--- src/rtl/uart_pkg.sv ---
// Shared UART definitions for the receive and transmit paths.
//   OVERSAMPLE        : sample ticks per bit (fixed at 16)
//   DATA_BITS         : payload bits per frame
//   SAMPLE_MID_*      : sample indices used for the mid-bit majority vote
//   SAMPLE_LAST       : last sample index of a bit period
//   rx_state_e        : receiver FSM states
//   calc_div()        : clocks per sample tick, integer truncation
package uart_pkg;

  localparam int OVERSAMPLE = 16;
  localparam int DATA_BITS  = 8;

  localparam logic [3:0] SAMPLE_MID_LO = 4'd7;
  localparam logic [3:0] SAMPLE_MID    = 4'd8;
  localparam logic [3:0] SAMPLE_MID_HI = 4'd9;
  localparam logic [3:0] SAMPLE_LAST   = 4'd15;

  typedef enum logic [2:0] {
    IDLE      = 3'd0,
    START     = 3'd1,
    DATA      = 3'd2,
    STOP      = 3'd3,
    WAIT_HIGH = 3'd4
  } rx_state_e;

  // Clocks per sample tick. The result must be at least 1.
  function automatic int calc_div(input int clk_freq, input int baud, input int oversample);
    return clk_freq / (baud * oversample);
  endfunction

endpackage

--- src/rtl/uart_rx_band_gen.sv ---
// Sample-tick generator for the UART receiver.
//   clk   : system clock
//   rst   : asynchronous active-low reset
//   clear : restarts the period; the first tick follows DIV clocks later
//   tick  : one-clk pulse every DIV clocks
module uart_rx_band_gen #(
  parameter int DIV = 1
) (
  input  logic clk,
  input  logic rst,
  input  logic clear,
  output logic tick
);

  localparam int CW = (DIV > 1) ? $clog2(DIV) : 1;
  localparam logic [CW-1:0] CNT_LAST = CW'(DIV - 1);

  logic [CW-1:0] cnt;

  always_ff @(posedge clk or negedge rst) begin
    if (!rst) begin
      cnt <= '0;
    end else if (clear || (cnt == CNT_LAST)) begin
      cnt <= '0;
    end else begin
      cnt <= cnt + CW'(1);
    end
  end

  // Masking with clear keeps the tick out of the clear cycle itself, so the
  // first tick after a clear lands exactly DIV clocks later (also for DIV=1).
  assign tick = !clear && (cnt == CNT_LAST);

endmodule

--- src/rtl/uart_rx_module.sv ---
// UART 8N1 receiver, 16x oversampling with mid-bit majority vote.
//   clk             : system clock
//   rst             : asynchronous active-low reset
//   rx_pin_in       : serial line, idles high, asynchronous to clk
//   rx_buf_not_full : receive buffer can accept a byte (looked at only when
//                     the stop bit is evaluated)
//   rx_data         : last good byte, valid while rx_write_buf is high
//   rx_write_buf    : one-clk write strobe into the receive buffer
//   rx_frame_err    : one-clk pulse, stop bit sampled low
//   rx_overrun      : one-clk pulse, good byte dropped (buffer full)
// Write handshake: a byte is transferred on every clock where rx_write_buf is
// high; the buffer has no way to stall it, so rx_buf_not_full must describe
// the buffer's state on that cycle, otherwise the byte is reported as overrun.
module uart_rx_module
  import uart_pkg::*;
#(
  parameter int CLK_FREQ   = 50_000_000,
  parameter int BAUD       = 9600,
  parameter int OVERSAMPLE = 16
) (
  input  logic       clk,
  input  logic       rst,
  input  logic       rx_pin_in,
  input  logic       rx_buf_not_full,
  output logic [7:0] rx_data,
  output logic       rx_write_buf,
  output logic       rx_frame_err,
  output logic       rx_overrun
);

  localparam int DIV = calc_div(CLK_FREQ, BAUD, OVERSAMPLE);
  localparam logic [2:0] LAST_BIT = 3'(DATA_BITS - 1);

  // FSM state is a named signal so checkers can bind to it directly.
  rx_state_e  state;
  logic       sync_1, sync_2, sync_3;
  logic       fall;
  logic       clear;
  logic       tick;
  logic [3:0] sample_cnt;
  logic [2:0] bit_idx;
  logic [7:0] shift_reg;
  logic       vote_lo, vote_mid;
  logic       vote;
  logic       in_frame;

  uart_rx_band_gen #(.DIV(DIV)) u_band_gen (
    .clk   (clk),
    .rst   (rst),
    .clear (clear),
    .tick  (tick)
  );

  // Two flops for metastability, a third to detect the falling edge.
  always_ff @(posedge clk or negedge rst) begin
    if (!rst) begin
      sync_1 <= 1'b1;
      sync_2 <= 1'b1;
      sync_3 <= 1'b1;
    end else begin
      sync_1 <= rx_pin_in;
      sync_2 <= sync_1;
      sync_3 <= sync_2;
    end
  end

  assign fall     = sync_3 && !sync_2;
  assign clear    = (state == IDLE) && fall;
  assign in_frame = (state == START) || (state == DATA) || (state == STOP);

  // Sample 9 is the live line; samples 7 and 8 were captured on earlier ticks.
  assign vote = (vote_lo && vote_mid) || (vote_lo && sync_2) || (vote_mid && sync_2);

  always_ff @(posedge clk or negedge rst) begin
    if (!rst) begin
      sample_cnt <= 4'd0;
      vote_lo    <= 1'b0;
      vote_mid   <= 1'b0;
    end else if (clear) begin
      sample_cnt <= 4'd0;
    end else if (in_frame && tick) begin
      sample_cnt <= sample_cnt + 4'd1;
      if (sample_cnt == SAMPLE_MID_LO) vote_lo  <= sync_2;
      if (sample_cnt == SAMPLE_MID)    vote_mid <= sync_2;
    end
  end

  always_ff @(posedge clk or negedge rst) begin
    if (!rst) begin
      state        <= IDLE;
      bit_idx      <= 3'd0;
      shift_reg    <= 8'h00;
      rx_data      <= 8'h00;
      rx_write_buf <= 1'b0;
      rx_frame_err <= 1'b0;
      rx_overrun   <= 1'b0;
    end else begin
      rx_write_buf <= 1'b0;
      rx_frame_err <= 1'b0;
      rx_overrun   <= 1'b0;
      case (state)
        IDLE: begin
          if (fall) begin
            bit_idx <= 3'd0;
            state   <= START;
          end
        end
        START: begin
          if (tick) begin
            // A start bit that reads high mid-bit was only a glitch.
            if ((sample_cnt == SAMPLE_MID_HI) && vote) begin
              state <= IDLE;
            end else if (sample_cnt == SAMPLE_LAST) begin
              bit_idx <= 3'd0;
              state   <= DATA;
            end
          end
        end
        DATA: begin
          if (tick) begin
            if (sample_cnt == SAMPLE_MID_HI) begin
              shift_reg[bit_idx] <= vote;
            end else if (sample_cnt == SAMPLE_LAST) begin
              if (bit_idx == LAST_BIT) begin
                state <= STOP;
              end else begin
                bit_idx <= bit_idx + 3'd1;
              end
            end
          end
        end
        STOP: begin
          // Leaving at mid-stop leaves half a bit to catch a back-to-back start.
          if (tick && (sample_cnt == SAMPLE_MID_HI)) begin
            if (vote) begin
              if (rx_buf_not_full) begin
                rx_data      <= shift_reg;
                rx_write_buf <= 1'b1;
              end else begin
                rx_overrun <= 1'b1;
              end
              state <= IDLE;
            end else begin
              rx_frame_err <= 1'b1;
              state        <= WAIT_HIGH;
            end
          end
        end
        WAIT_HIGH: begin
          // A break or stuck-low line must return high before a new start.
          if (sync_2) state <= IDLE;
        end
        default: state <= IDLE;
      endcase
    end
  end

endmodule

--- config.mk ---
export PLATFORM = sky130hd
export DESIGN_NAME = uart_rx_module
export DESIGN_NICKNAME = d
export VERILOG_FILES = /design/src/rtl/uart_pkg.sv /design/src/rtl/uart_rx_band_gen.sv /design/src/rtl/uart_rx_module.sv
export SDC_FILE = /design/constraint.sdc
export NUM_CORES = 1
export LEC_CHECK = 0
export ABC_AREA = 1
export BUFFER_PORTS_ARGS = -buffer_cell sky130_fd_sc_hd__buf_2
export CELL_PAD_IN_SITES_DETAIL_PLACEMENT = 1
export CELL_PAD_IN_SITES_GLOBAL_PLACEMENT = 1
export CORE_ASPECT_RATIO = 0.6
export CORE_MARGIN = 3
export CORE_UTILIZATION = 48
export DETAILED_ROUTE_END_ITERATION = 16
export PLACE_DENSITY = 0.8
export SYNTH_ARGS = -nofsm -noshare
export SYNTH_HDL_FRONTEND = slang
export SYNTH_SLANG_ARGS = --single-unit
--- constraint.sdc ---
create_clock -name clk -period 2.5 [get_ports clk]
set_input_delay 0.25 -clock clk [delete_from_list [all_inputs] [get_ports clk]]
set_output_delay 0.25 -clock clk [all_outputs]
set_load 0.01 [all_outputs]
==> impl_summary.md <==
STA
The final critical path takes up 69.3% of the cycle. The timing-limited maximum frequency is 577 MHz. The setup-violating endpoint count in the final report is 0.

The max-slew violation count is 0. The worst-case clock skew is roughly 4.3 ps. The minimum setup slack in the final design is 767 ps. The final number of hold-violating endpoints came to 0. The setup TNS is 0 ps. The final critical delay including setup and external delays is approximately 1700 ps. The slew at the pin closest to its max-slew limit is between 900 and 1000 ps. Measured against its own limit, the worst slew margin works out to about 36%.

Setup repair after global routing left no endpoint under its margin.

GRT
The initial antenna violation count is 0. For this run the aggregate overflow at the end of global routing stands at 0. The first global-routing pass estimated around 8700 um of wire. The number of global-route vias before repair is around 1800. Global routing consumed, over all layers together, roughly a fifth of the routing resources. Entering global routing, the biggest net connects 44 pins.

CTS
Once the clock tree was built, the resizer swapped 0 gates to a different size. The maximum level of the CTS H-tree is 2. After clock tree synthesis, the setup repair step added 0 buffers.

The clock insertion delay at the later pin of the skew report is around 300 ps. The tree is rooted in a sky130_fd_sc_hd__clkbuf_8. The TritonCTS clock tree is yes. For this design, the CTS-stage hold fixing added 0 buffers. The clock net sink count is 43.

The buffer levels on the longest clock path is 2. The number of buffers added by the clock tree synthesis step is 5. After clock tree synthesis, the clock-pin slew on the worst setup and hold paths is 80 ps.

Pwr
The worst-case IR drop observed on VDD is 0.405 mV. Dividing total power by cell area gives a power density of 796 nW/um2. The overall power consumption is about 2.0 mW. In this run the static leakage power is 1.32 nW.

Cells and area
The combined flip-flop and latch cell area is between 1000 and 1500 um2. The area used by multi-input combinational logic is 986 um2. The final layout contains 302 nets. The finished layout holds approximately 350 standard cells, fillers aside. The share of post-route cells with drive strength above 1 is 16.4%. The number of flip-flops under the largest register name is 9. 0 antenna diodes ended up in the layout. The synthesis-to-layout area growth is 10.6%. The post-layout instance area is 2470 um2.

Counting the fill cells in the layout gives roughly 540.

Die
The die width is 94.1 um. From bottom edge to top edge, the die measures ~60 um. The floorplan die area is between 5000 and 6000 um2.

The area of the core is between 4000 and 5000 um2. The number of I/O pins is 15. In this run the core area contains 18 standard-cell rows.

Once the floorplan was initialized, standard cells occupied around half of the core.

Run status
The flow ran to the end, and the final reports show no timing, DRC or antenna violations.

Placement
The half-perimeter wire length of the detailed placement result is roughly 3700 um. The standard cell area after detailed placement is around 2400 um2. In this run the tool buffered the top-level ports with 14 buffer cells.

Before CTS, the worst setup slack after placement is around 770 ps. The cell count after placement is around 340. The congestion estimate from routability-driven global placement came to about 0.81.

Drt
The via-per-instance ratio is 4.98. The first detailed-routing pass took 4 iterations. Once detail routing completed, the nets flagged for antenna violations numbered 0.

The post-route DRC violation count is 0. The initial detailed-routing violation count is 59. The routed design has just under 5000 um of wire. The number of vias after detailed routing is 1753.

Dividing the detail-routed wire length by the instance count gives ~14 um.

Worst setup path
At the worst endpoint, the required time is roughly 2700 ps. The critical path in this run is classified as reg2reg. The worst setup path is launched from a register.

The critical path arrival is roughly 2000 ps. STA classifies the critical path endpoint as a register. The highest net fanout along the worst path is 13.

Yosys
The cell with the most instances after synthesis is sky130_fd_sc_hd__nand2_1. The post-synthesis cell type count is 26. The synthesis-stage register bit count is 43. Counting every net in the synthesized netlist gives between 200 and 300. By count the netlist is led by sky130_fd_sc_hd__nand2_1, sky130_fd_sc_hd__dfrtp_1, sky130_fd_sc_hd__inv_1, sky130_fd_sc_hd__nand3_1, sky130_fd_sc_hd__nor2_1. The post-synthesis instance total is 271.

The total number of yosys warnings is 0. The most used flip-flop cell after synthesis is sky130_fd_sc_hd__dfrtp_1. After synthesis, the cell types taking the most area are sky130_fd_sc_hd__dfrtp_1, sky130_fd_sc_hd__nand2_1, sky130_fd_sc_hd__inv_1. The synthesized netlist occupies a cell area of 2230 um2. Sequential cells were found to cover about half of the synthesized design area. In the synthesized netlist the async set-or-reset flop fraction comes to 100%.

The top cell type's share of synthesized area is approximately 45%. The synthesized design spends more area on one cell type than any other, namely sky130_fd_sc_hd__dfrtp_1. The synthesized area divided by synthesized cell count is roughly 8 um2. Counting flops with a built-in enable in the synthesized netlist gives 0.

Flow run
The tool flagged a number of max-cap violations equal to 0.

Worst hold path
The path class of the tightest hold or removal check is in2reg.
## layout by cell type, fill, tap and decap left out, types with 3 or more instances in the layout
cell type and n:
sky130_fd_sc_hd__nand3_1 25, sky130_fd_sc_hd__nor2_4 3, sky130_fd_sc_hd__nor3_1 9, sky130_fd_sc_hd__o21ai_2 5, sky130_fd_sc_hd__ha_1 7, sky130_fd_sc_hd__nand2_1 79
sky130_fd_sc_hd__clkbuf_8 7, sky130_fd_sc_hd__nand4_1 6, sky130_fd_sc_hd__inv_2 3, sky130_fd_sc_hd__nor2_1 20, sky130_fd_sc_hd__nor3b_1 3, sky130_fd_sc_hd__nor2_2 3
sky130_fd_sc_hd__nand2_2 3, sky130_fd_sc_hd__dfrtp_1 40, sky130_fd_sc_hd__o21ai_0 6, sky130_fd_sc_hd__inv_1 39, sky130_fd_sc_hd__dfstp_2 3, sky130_fd_sc_hd__buf_2 14
sky130_fd_sc_hd__a21oi_1 5
## critical path, cell delays in order (launching register included)
cell and delay [ps]:
sky130_fd_sc_hd__dfrtp_1 420, sky130_fd_sc_hd__inv_1 70, sky130_fd_sc_hd__ha_1 150, sky130_fd_sc_hd__nand2_1 60
sky130_fd_sc_hd__inv_1 60, sky130_fd_sc_hd__nand2_2 80, sky130_fd_sc_hd__nor2_4 180, sky130_fd_sc_hd__nand3_4 110
sky130_fd_sc_hd__inv_2 90, sky130_fd_sc_hd__nand3_4 160, sky130_fd_sc_hd__inv_2 140, sky130_fd_sc_hd__nand2_1 70
sky130_fd_sc_hd__nand2_1 60
## worst paths after layout
check,from,end,slack (ps),cells past startpoint
worst max-delay path,u_band_gen.cnt[0],rx_data[7],770,12
worst min-delay path,rx_pin_in,sync_1,50,1
worst max register to register,u_band_gen.cnt[0],rx_data[7],770,12
worst min register to register,sync_1,sync_2,370,0
max in group asynchronous,rst,rx_data[0],1810,1
min in group asynchronous,rst,u_band_gen.cnt[5],100,1
## per-layer routing
layer  up-vias  global-route usage [%]  wire length [um]
met1       822                    30.4              2630
met5         -                       0                 0
li1        904                       -                 -
met3         9                    4.60               119
met2        18                    30.6              2050
met4         0                    7.00                85
## cells by family (layout without fill, tap and decap cells)
family | Yosys count | count (layout) | share of synthesized area [%]
AND/OR/NAND/NOR | 159 | 159 | 34.8
flip-flops | 43 | 43 | 48.3
buffers and inverters | 43 | 64 | 7.56
AO/OA/AOI/OAI | 19 | 19 | 5.38
adder cells (fa/ha/maj) | 7 | 7 | 3.92
## per-stage QoR
| step | util (%) | hold WS, ps |
|---|---|---|
| after detailed placement | 55.1 | 357 |
| after CTS | 57.5 | 35.1 |
| after global routing | 57.5 | 29.5 |
| after global placement | 55.1 | 347 |
| after floorplan | - | -45.6 |
| final | 57.5 | 45.2 |
## cell type report
cell class,count,area share [%]
Clock buffer,7,3.90
Clock inverter,1,0.304
Inverter,42,6.38
Multi-Input combinational cell,185,39.9
Sequential cell,43,43.7
Tap cell,60,3.04
Timing Repair Buffer,14,2.83
## power by group
group / leakage (nW) / switching, mW / total, mW / internal, mW
Clock: 0.0505 / 0.238 / 0.490 / 0.251
Combinational: 0.696 / 0.400 / 0.585 / 0.185
Sequential: 0.578 / 0.114 / 0.893 / 0.779
Note: power is estimated with default switching activity, not from simulation.
